--- config.mk ---
export PLATFORM = sky130hd
export DESIGN_NAME = mips_multicycle_ctrl
export DESIGN_NICKNAME = d
export VERILOG_FILES = /design/src/rtl/mips_ctrl_pkg.sv /design/src/rtl/alu_func_decoder.sv /design/src/rtl/mips_multicycle_ctrl.sv
export SDC_FILE = /design/constraint.sdc
export NUM_CORES = 1
export LEC_CHECK = 0
export CAP_MARGIN = 20
export CORE_MARGIN = 5
export CORE_UTILIZATION = 25
export CTS_BUF_LIST = sky130_fd_sc_hd__clkbuf_2
export DETAILED_ROUTE_END_ITERATION = 12
export SETUP_SLACK_MARGIN = 0.3
export SKIP_LAST_GASP = 1
export SLEW_MARGIN = 20
export SYNTH_ARGS = -nofsm -noshare
export SYNTH_HDL_FRONTEND = slang
export SYNTH_SLANG_ARGS = --single-unit
--- constraint.sdc ---
create_clock -name clk -period 1.9 [get_ports clk]
set_input_delay 0.38 -clock clk [delete_from_list [all_inputs] [get_ports clk]]
set_output_delay 0.38 -clock clk [all_outputs]
set_load 0.01 [all_outputs]
--- src/rtl/mips_ctrl_pkg.sv ---
// Shared constants for the multicycle MIPS controller:
// opcodes, funct codes, ALU selects, mux encodings and FSM states.
package mips_ctrl_pkg;

    localparam logic [5:0] OP_RTYPE = 6'b000000;
    localparam logic [5:0] OP_LW    = 6'b100011;
    localparam logic [5:0] OP_SW    = 6'b101011;
    localparam logic [5:0] OP_BEQ   = 6'b000100;
    localparam logic [5:0] OP_ADDI  = 6'b001000;
    localparam logic [5:0] OP_J     = 6'b000010;

    localparam logic [5:0] FN_ADD  = 6'b100000;
    localparam logic [5:0] FN_SUB  = 6'b100010;
    localparam logic [5:0] FN_AND  = 6'b100100;
    localparam logic [5:0] FN_OR   = 6'b100101;
    localparam logic [5:0] FN_SLT  = 6'b101010;
    localparam logic [5:0] FN_SLLV = 6'b000100;
    localparam logic [5:0] FN_NOP  = 6'b000000;

    localparam logic [3:0] ALU_AND  = 4'b0000;
    localparam logic [3:0] ALU_OR   = 4'b0001;
    localparam logic [3:0] ALU_ADD  = 4'b0010;
    localparam logic [3:0] ALU_SUB  = 4'b0011;
    localparam logic [3:0] ALU_SLLV = 4'b1001;
    localparam logic [3:0] ALU_SLT  = 4'b1010;

    localparam logic [1:0] SRCB_REGB  = 2'b00;
    localparam logic [1:0] SRCB_FOUR  = 2'b01;
    localparam logic [1:0] SRCB_IMM   = 2'b10;
    localparam logic [1:0] SRCB_IMMSH = 2'b11;

    localparam logic [1:0] PCSRC_ALU    = 2'b00;
    localparam logic [1:0] PCSRC_ALUOUT = 2'b01;
    localparam logic [1:0] PCSRC_JUMP   = 2'b10;

    typedef logic [3:0] state_t;

    localparam state_t S_RESET   = 4'd0;
    localparam state_t S_FETCH   = 4'd1;
    localparam state_t S_DECODE  = 4'd2;
    localparam state_t S_MEMADR  = 4'd3;
    localparam state_t S_MEMRD   = 4'd4;
    localparam state_t S_MEMWB   = 4'd5;
    localparam state_t S_MEMWR   = 4'd6;
    localparam state_t S_EXECUTE = 4'd7;
    localparam state_t S_ALUWB   = 4'd8;
    localparam state_t S_BRANCH  = 4'd9;
    localparam state_t S_ADDIEX  = 4'd10;
    localparam state_t S_ADDIWB  = 4'd11;
    localparam state_t S_JUMP    = 4'd12;

endpackage

--- src/rtl/alu_func_decoder.sv ---
// R-type funct field to ALU operation; flags funct codes
// the datapath does not implement.
module alu_func_decoder
    import mips_ctrl_pkg::*;
(
    input  logic [5:0] i_func,
    output logic [3:0] o_alu_sel,
    output logic       o_func_illegal
);

    always_comb begin
        o_alu_sel      = ALU_ADD;
        o_func_illegal = 1'b0;
        case (i_func)
            FN_ADD:  o_alu_sel = ALU_ADD;
            FN_SUB:  o_alu_sel = ALU_SUB;
            FN_AND:  o_alu_sel = ALU_AND;
            FN_OR:   o_alu_sel = ALU_OR;
            FN_SLT:  o_alu_sel = ALU_SLT;
            FN_SLLV: o_alu_sel = ALU_SLLV;
            FN_NOP:  o_alu_sel = ALU_SLLV;
            default: o_func_illegal = 1'b1;
        endcase
    end

endmodule

--- src/rtl/mips_multicycle_ctrl.sv ---
// Moore sequencing FSM for the multicycle MIPS datapath; FETCH
// enables and MEMWR completion follow mem_ready directly.
module mips_multicycle_ctrl
    import mips_ctrl_pkg::*;
(
    input  logic       clk,
    input  logic       rst,
    input  logic [5:0] op,
    input  logic [5:0] func,
    input  logic       zero,
    input  logic       mem_ready,
    output logic       pc_we,
    output logic       ir_we,
    output logic       iord,
    output logic       mem_re,
    output logic       mem_we,
    output logic       rf_we,
    output logic       rf_dsel,
    output logic       mtorf_sel,
    output logic       alu_srca,
    output logic [1:0] alu_srcb,
    output logic [1:0] pc_src,
    output logic [3:0] alu_sel,
    output logic       instr_done,
    output logic       illegal
);

    state_t     r_state;
    state_t     w_next;
    logic       r_illegal;
    logic       w_set_ill;
    logic       w_op_ill;
    logic [3:0] w_fn_alu;
    logic       w_fn_ill;

    alu_func_decoder u_fdec (
        .i_func         (func),
        .o_alu_sel      (w_fn_alu),
        .o_func_illegal (w_fn_ill)
    );

    always_ff @(posedge clk) begin
        if (rst) begin
            r_state   <= S_RESET;
            r_illegal <= 1'b0;
        end else begin
            r_state <= w_next;
            if (w_set_ill)
                r_illegal <= 1'b1;
        end
    end

    always_comb begin
        w_op_ill = 1'b0;
        case (op)
            OP_LW, OP_SW, OP_RTYPE,
            OP_BEQ, OP_ADDI, OP_J: w_op_ill = 1'b0;
            default:               w_op_ill = 1'b1;
        endcase
    end

    always_comb begin
        w_next    = r_state;
        w_set_ill = 1'b0;
        case (r_state)
            S_RESET:  w_next = S_FETCH;
            S_FETCH:  if (mem_ready) w_next = S_DECODE;
            S_DECODE: begin
                case (op)
                    OP_LW, OP_SW: w_next = S_MEMADR;
                    OP_RTYPE:     w_next = S_EXECUTE;
                    OP_BEQ:       w_next = S_BRANCH;
                    OP_ADDI:      w_next = S_ADDIEX;
                    OP_J:         w_next = S_JUMP;
                    default: begin
                        w_next    = S_FETCH;
                        w_set_ill = 1'b1;
                    end
                endcase
            end
            S_MEMADR: w_next = (op == OP_SW) ? S_MEMWR : S_MEMRD;
            S_MEMRD:  if (mem_ready) w_next = S_MEMWB;
            S_MEMWR:  if (mem_ready) w_next = S_FETCH;
            S_EXECUTE: begin
                w_next    = S_ALUWB;
                w_set_ill = w_fn_ill;
            end
            S_ADDIEX: w_next = S_ADDIWB;
            S_MEMWB, S_ALUWB, S_BRANCH,
            S_ADDIWB, S_JUMP: w_next = S_FETCH;
            default:  w_next = S_RESET;
        endcase
    end

    always_comb begin
        pc_we      = 1'b0;
        ir_we      = 1'b0;
        iord       = 1'b0;
        mem_re     = 1'b0;
        mem_we     = 1'b0;
        rf_we      = 1'b0;
        rf_dsel    = 1'b0;
        mtorf_sel  = 1'b0;
        alu_srca   = 1'b0;
        alu_srcb   = SRCB_REGB;
        pc_src     = PCSRC_ALU;
        alu_sel    = ALU_ADD;
        instr_done = 1'b0;
        case (r_state)
            S_FETCH: begin
                mem_re   = 1'b1;
                alu_srcb = SRCB_FOUR;
                ir_we    = mem_ready;
                pc_we    = mem_ready;
            end
            S_DECODE: begin
                alu_srcb   = SRCB_IMMSH;
                instr_done = w_op_ill;
            end
            S_MEMADR, S_ADDIEX: begin
                alu_srca = 1'b1;
                alu_srcb = SRCB_IMM;
            end
            S_MEMRD: begin
                iord   = 1'b1;
                mem_re = 1'b1;
            end
            S_MEMWB: begin
                rf_we      = 1'b1;
                mtorf_sel  = 1'b1;
                instr_done = 1'b1;
            end
            S_MEMWR: begin
                iord       = 1'b1;
                mem_we     = 1'b1;
                instr_done = mem_ready;
            end
            S_EXECUTE: begin
                alu_srca = 1'b1;
                alu_sel  = w_fn_alu;
            end
            S_ALUWB: begin
                rf_dsel    = 1'b1;
                rf_we      = ~w_fn_ill;
                instr_done = 1'b1;
            end
            S_BRANCH: begin
                alu_srca   = 1'b1;
                alu_sel    = ALU_SUB;
                pc_src     = PCSRC_ALUOUT;
                pc_we      = zero;
                instr_done = 1'b1;
            end
            S_ADDIWB: begin
                rf_we      = 1'b1;
                instr_done = 1'b1;
            end
            S_JUMP: begin
                pc_src     = PCSRC_JUMP;
                pc_we      = 1'b1;
                instr_done = 1'b1;
            end
            default: ;
        endcase
    end

    assign illegal = r_illegal;

endmodule

# [Word-level counts from Yosys, hierarchy flattened]
# Index checks and enable logic that the tools add are counted.
[word_totals] register_bits=5 inputBits=16 wordCells=66 output_inout_bits=19
[op_classes] eq_ne=26 muxes=23 n_reduce_logical=15
[op_table] operator="equality test 6 bit, second input constant" n=7
[op_table] operator="one-hot mux 4 bit (5 select lines)" n=2
[op_table] operator="one-hot mux 4 bit (8 select lines)" n=1
[op_table] operator="equality test 4 bit, second input constant" n=5
[op_table] operator="equality test 4 x 3 -> 1 bit, second input constant" n=4
[op_table] operator="equality test 6 x 3 -> 1 bit, second input constant" n=2
[op_table] operator="logical NOT 6 bit" n=2
[op_table] operator="2-to-1 mux 4 bit" n=3
[op_table] operator="OR reduction 2 bit" n=6
[op_table] operator="OR reduction 6 bit" n=2
[op_table] operator="2-to-1 mux 1 bit" n=9
[op_table] operator="equality test 4 x 2 -> 1 bit, second input constant" n=2
[op_table] operator="one-hot mux 4 bit (2 select lines)" n=1
[op_table] operator="OR reduction 7 bit" n=1
[op_table] operator="equality test 6 x 2 -> 1 bit, second input constant" n=1
[op_table] operator="equality test 6 x 4 -> 1 bit, second input constant" n=1
[op_table] operator="!= test 2 bit, second input constant" n=3
[op_table] operator="one-hot mux 1 bit (3 select lines)" n=2
[op_table] operator="one-hot mux 2 bit (3 select lines)" n=1
[op_table] operator="OR reduction 5 bit" n=1
[op_table] operator="equality test 4 x 1 -> 1 bit, second input constant" n=1
[op_table] operator="logical NOT 4 bit" n=1
[op_table] operator="one-hot mux 1 bit (2 select lines)" n=2
[op_table] operator="one-hot mux 2 bit (2 select lines)" n=1
[op_table] operator="other kinds (3)" n=3

# [Longest topological paths before layout]
[logic_depth] ltp_word=4 ltp_mapped=5 depth_no_buf=4

# [Modules after synthesis]
# Synthesis repeated with hierarchy kept, for this count alone.
[unflattened] hier_cells=100 area_unflattened_um2=691.9
[modules_own_cells] mod="mips_multicycle_ctrl" n_inst=1 cells_per_inst=82 seq_area_each_um2=100.1 area_per_inst_um2=583.1
[modules_own_cells] mod="alu_func_decoder" n_inst=1 cells_per_inst=18 seq_area_each_um2=0.0 area_per_inst_um2=108.9

# [Worst setup path before layout]
# Ideal clock, no wire load.
[synth_timing] path_type="input to output" startpoint="in func[5]" endpoint="out alu_sel[0]" t_arrival_ns=1.501 t_required_ns=1.520 path_buffers=0 path_slack_ns=0.019 stages=4 cell_sequence="or3_1 or2_2 a211oi_1 a31o_2"
[synth_between] elab_chain_cells=4 elab_cells_between_ends=9 classes_between="5 x eq/ne; 2 x mux; 2 x reduce/logical"
[synth_rtl] element="from (decl)" line_no="mips_multicycle_ctrl.sv:9" text="input logic [5:0] func,"
[synth_rtl] element="equality test 6 x 3 -> 1 bit / logical NOT 6 bit (equally long branches)" line_no="alu_func_decoder.sv:14" text="case (i_func)"
[synth_rtl] element="OR reduction 2 bit (no line)"
[synth_rtl] element="one-hot mux 4 bit (5 select lines) (*)" line_no="alu_func_decoder.sv:14"
[synth_rtl] element="one-hot mux 4 bit (2 select lines) (*)" line_no="mips_multicycle_ctrl.sv:109" text="case (r_state)"
[synth_rtl] element="to (decl)" line_no="mips_multicycle_ctrl.sv:23" text="output logic [3:0] alu_sel,"
# Mark *: on every way between the ends. The rest lies on a longest branch, timed or not.

# [Final worst setup path]
# Ends and elaborated chain as after synthesis.

==> reports/results.txt <==
The flow ran to the end, but the final reports show violations. The checks that failed: setup timing. Net switching is 35.09% of the power.

Counting the fill cells in the layout gives 256. The startpoint of the worst-slack reg-to-reg timing path is r_state[2]$_SDFFE_PP0P_. In the layout the commonest cells are sky130_fd_sc_hd__buf_4, sky130_fd_sc_hd__buf_6, sky130_fd_sc_hd__buf_2.

Dividing total power by cell area gives a power density of 269.6 nW/um^2. The most used flip-flop cell after synthesis is sky130_fd_sc_hd__dfxtp_1. In this run the static leakage power is 0.0007709 uW. Setup repair after global routing could not meet its margin everywhere. The worst register-to-register path has a setup slack of 350 ps. The first detailed-routing pass took 4 iterations. The initial antenna violation count came out at 0. The logs give 0.8289 for the routability congestion estimate and 4.586 ps for the clock tree skew after final layout.

Row count: 20. The share of layout cells above drive strength 1 was 64.65%; the relative contribution of sequential cells to total power was 23.8%. The number of diodes is 0. Summing all flip-flop and latch instances after layout gives 110.1 um^2.

For the H-tree depth, the log shows 1. Global routing consumed, over all layers together, 15.40% of the routing resources. The number of antenna-violating nets in the routed design is 0. The final layout net count is 215, and the average cell area after synthesis is 6.960 um^2. The first-pass GRT wire length was 5340 um; the HPWL after detailed placement was 2289 um.

The cell that appears most often on the critical path is sky130_fd_sc_hd__buf_6. Synthesis instantiated 44 different standard cells from the library. Summing the areas of all compound-gate instances in the mapped netlist gives 26.00% of the synthesized area.

The die boundary width was 65.84 um; the shortest period the worst path allows was 2000 ps. After Yosys synthesis, and, or, nand and nor cells account for 44.46% of the synthesized area. Total of max-cap violations: 0.

Counting flops with a built-in enable in the synthesized netlist gives 0. The via count of the first global-routing pass was 1199; the die span in y was 65.84 um. The region available for standard cell placement spans 3028 um^2. The library cell used most frequently in the layout, excluding fill and tap cells, is sky130_fd_sc_hd__buf_4. Based on the critical path, the design can be clocked at up to 500.1 MHz. The tightest hold path in the finished design has a slack of 555.6 ps.

The worst hold path begins at illegal$_SDFFE_PP0P_. The tools report the kind of capture point of the worst setup path as an output pin. The synthesized netlist devotes 1.284% of its cell area to adder and majority cells. Buffer depth of the longest clock path: 2. TritonCTS built the clock tree. For the combinational group share of total power, the log shows 55.3%. Counting tap cells, the placed design contains a total of 219 instances.

The post-route clock period utilization was 105.2%. The endpoint identified for the worst register-to-register timing path is r_state[0]$_SDFFE_PP0P_. The tools report the kind of start point of the critical path as an input pin.

The number of top-level pins was 35; the die area was 4335 um^2. The length in cells of the worst reg-to-reg path was 7; the fraction of power consumed by the clock network was 20.9%. The worst hold path was traced through 2 stages. For this block, the routed nets add up to 3252 um of wire.

The largest single stage delay on the critical path is 380 ps. The count of final max-slew check failures was 0; the clock sink count was 5. The tools report the arrival time reported for the critical path endpoint as 1620 ps. After Yosys synthesis, XOR and XNOR cells account for 3.371% of the synthesized area. The multi-input combinational cells in the finished layout cover a total of 813.3 um^2.

Data on the critical path is required at its endpoint by 1520 ps. Measured against the total synthesized area, the mux share comes to 2.568%. The synthesized design contains 5 register bits. The portion of the post-synthesis area used by sequential elements was 12.84%; the number of buffers and inverters on the critical path was 2.

For the final routed database, the setup TNS stands at -138.7 ps. Summing over every cut layer, the via total after detailed routing is 1176. The critical path in this run is classified as input pin to output pin.

Dividing the detail-routed wire length by the instance count gives 13.44 um. Gate family responsible for the most delay along the worst path: simple AND/OR/NAND/NOR gates. When the netlist entered floorplanning its net count stood at 128. The count of buffers added on input and output ports is 33.

Internal power comes to 311.9 uW. The slowest stage of the critical path is the sky130_fd_sc_hd__or3_4 cell. For this run the aggregate overflow at the end of global routing stands at 0. For the worst setup margin, the log shows -99.67 ps. The total clock buffers created by CTS is 3. From synthesis to final layout, the design area changed by 128.7%. The clock transition at the register clock pins on the worst setup and hold paths after CTS was 50 ps. Initial core utilization: 25.74%. The clock reaches the later pin of the worst-skew pair after 220 ps.

Walking the worst path, the cells encountered are buf_6 > or3_4 > or2_4 > a211oi_2 > a31o_2 > buf_6. The DRC violation count after routing was 0. The total of warnings raised by yosys was 0; the maximum fanout along the worst path was 2.

The tools report the maximum VDD drop as 137.8 uV. The count of final hold-check violations is 0, and the switching power of the nets is 168.7 uW. The cell sitting at the root of the clock tree is a sky130_fd_sc_hd__clkbuf_2. After the first detailed-routing iteration, the DRC count stood at 63. Summing internal, switching and leakage power gives 480.6 uW.

The logs give 3 for the final-report setup violation count and 242 for the count of non-filler cells in the finished layout. After synthesis the cells add up to 779.5 um^2. The routed via count divided by cell count was 4.860. Type of the worst min-delay path: flip-flop to flip-flop. After synthesis, the largest family of logic cells by area is simple AND/OR/NAND/NOR gates. The share of synthesized registers carrying an async set or reset came out at 0%. Entering global routing, the biggest net connects 9 pins. Sink of the worst hold path: illegal$_SDFFE_PP0P_.

Counting every instance in the synthesized netlist gives 112.
through the flow:
stage	worst slack (ps)	util, %	cell area, um^2
floorplan	141.7	-	827.0
global placement	-817.9	47.27	1431
detailed placement	-934.9	47.27	1431
CTS	-120.2	53.35	1615
global route	-110.4	58.88	1783
finish	-99.67	58.88	1783
kinds of logic (layout without fill, tap and decap cells):
family	count (synthesis)	count (layout)
simple gates	62	62
compound gates	30	30
buf+inv	8	94
flops	5	5
xor+xnor	3	3
mux	2	2
fa+ha+maj	1	1
other cells	1	1
worst max path at each step:
stage	slack [ps]	startpoint	depth (start not counted)	end
after detailed placement	-930	func[1]	7	alu_sel[0]
after floorplan	140	func[5]	4	alu_sel[0]
after CTS	-120	func[1]	6	alu_sel[0]
after global placement	-820	func[5]	6	alu_sel[0]
after global routing	-110	func[1]	8	alu_sel[0]
final	-100	func[5]	6	alu_sel[0]
worst reg2reg max path, delay by kind of cell, from the launching register on:
kind / cells / cell delay (ps)
AND/OR/NAND/NOR: 3 / 610
flip-flops: 1 / 350
buffers and inverters: 3 / 330
AO/OA/AOI/OAI: 1 / 140
flip-flops by register name (all words and copies together) (netlist names):
register,count
illegal,1
r_state,4
metal layers:
metal  vias up  GRT usage (%)  wire length (um)
met5         -              0                 0
met4         0          4.663                 0
met3         0          2.211               180
met2        39          31.29              1799
met1       552          15.73              1272
li1        585              -                 -
power groups by stage:
stage	combinational [uW]	sequential (uW)	clock, uW
after floorplan	94.4	115	0
after global placement	214	117	0
after detailed placement	217	117	0
after CTS	235	114	103
after global routing	285	115	105
final	266	114	101
Yosys cell counts (3+ instances only):
library cell / instances / area [um^2]
sky130_fd_sc_hd__a211oi_1: 3 / 22.52
sky130_fd_sc_hd__and2b_2: 3 / 26.28
sky130_fd_sc_hd__dfxtp_1: 5 / 100.1
sky130_fd_sc_hd__nand2_1: 11 / 41.29
sky130_fd_sc_hd__nand2b_1: 6 / 37.54
sky130_fd_sc_hd__nor2_1: 16 / 60.06
sky130_fd_sc_hd__nor3_1: 5 / 25.02
sky130_fd_sc_hd__nor4_1: 3 / 18.77
sky130_fd_sc_hd__o21ai_0: 12 / 60.06
area by class of cell:
class / instances / area share (%)
multi-input combinational: 99 / 45.61
timing repair buffer: 90 / 44.00
sequential: 5 / 6.175
tap: 44 / 3.088
clock buffer: 4 / 1.123
what timing repair did:
| action | CTS | global route |
|---|---|---|
| setup buffers | 10 | 9 |
| hold buffers | 0 | 0 |
| pin swaps | 21 | 24 |
| setup endpoints to repair | 21 | 16 |
| resized for setup | 152 | 35 |
Power figures use the tool's default switching activity.
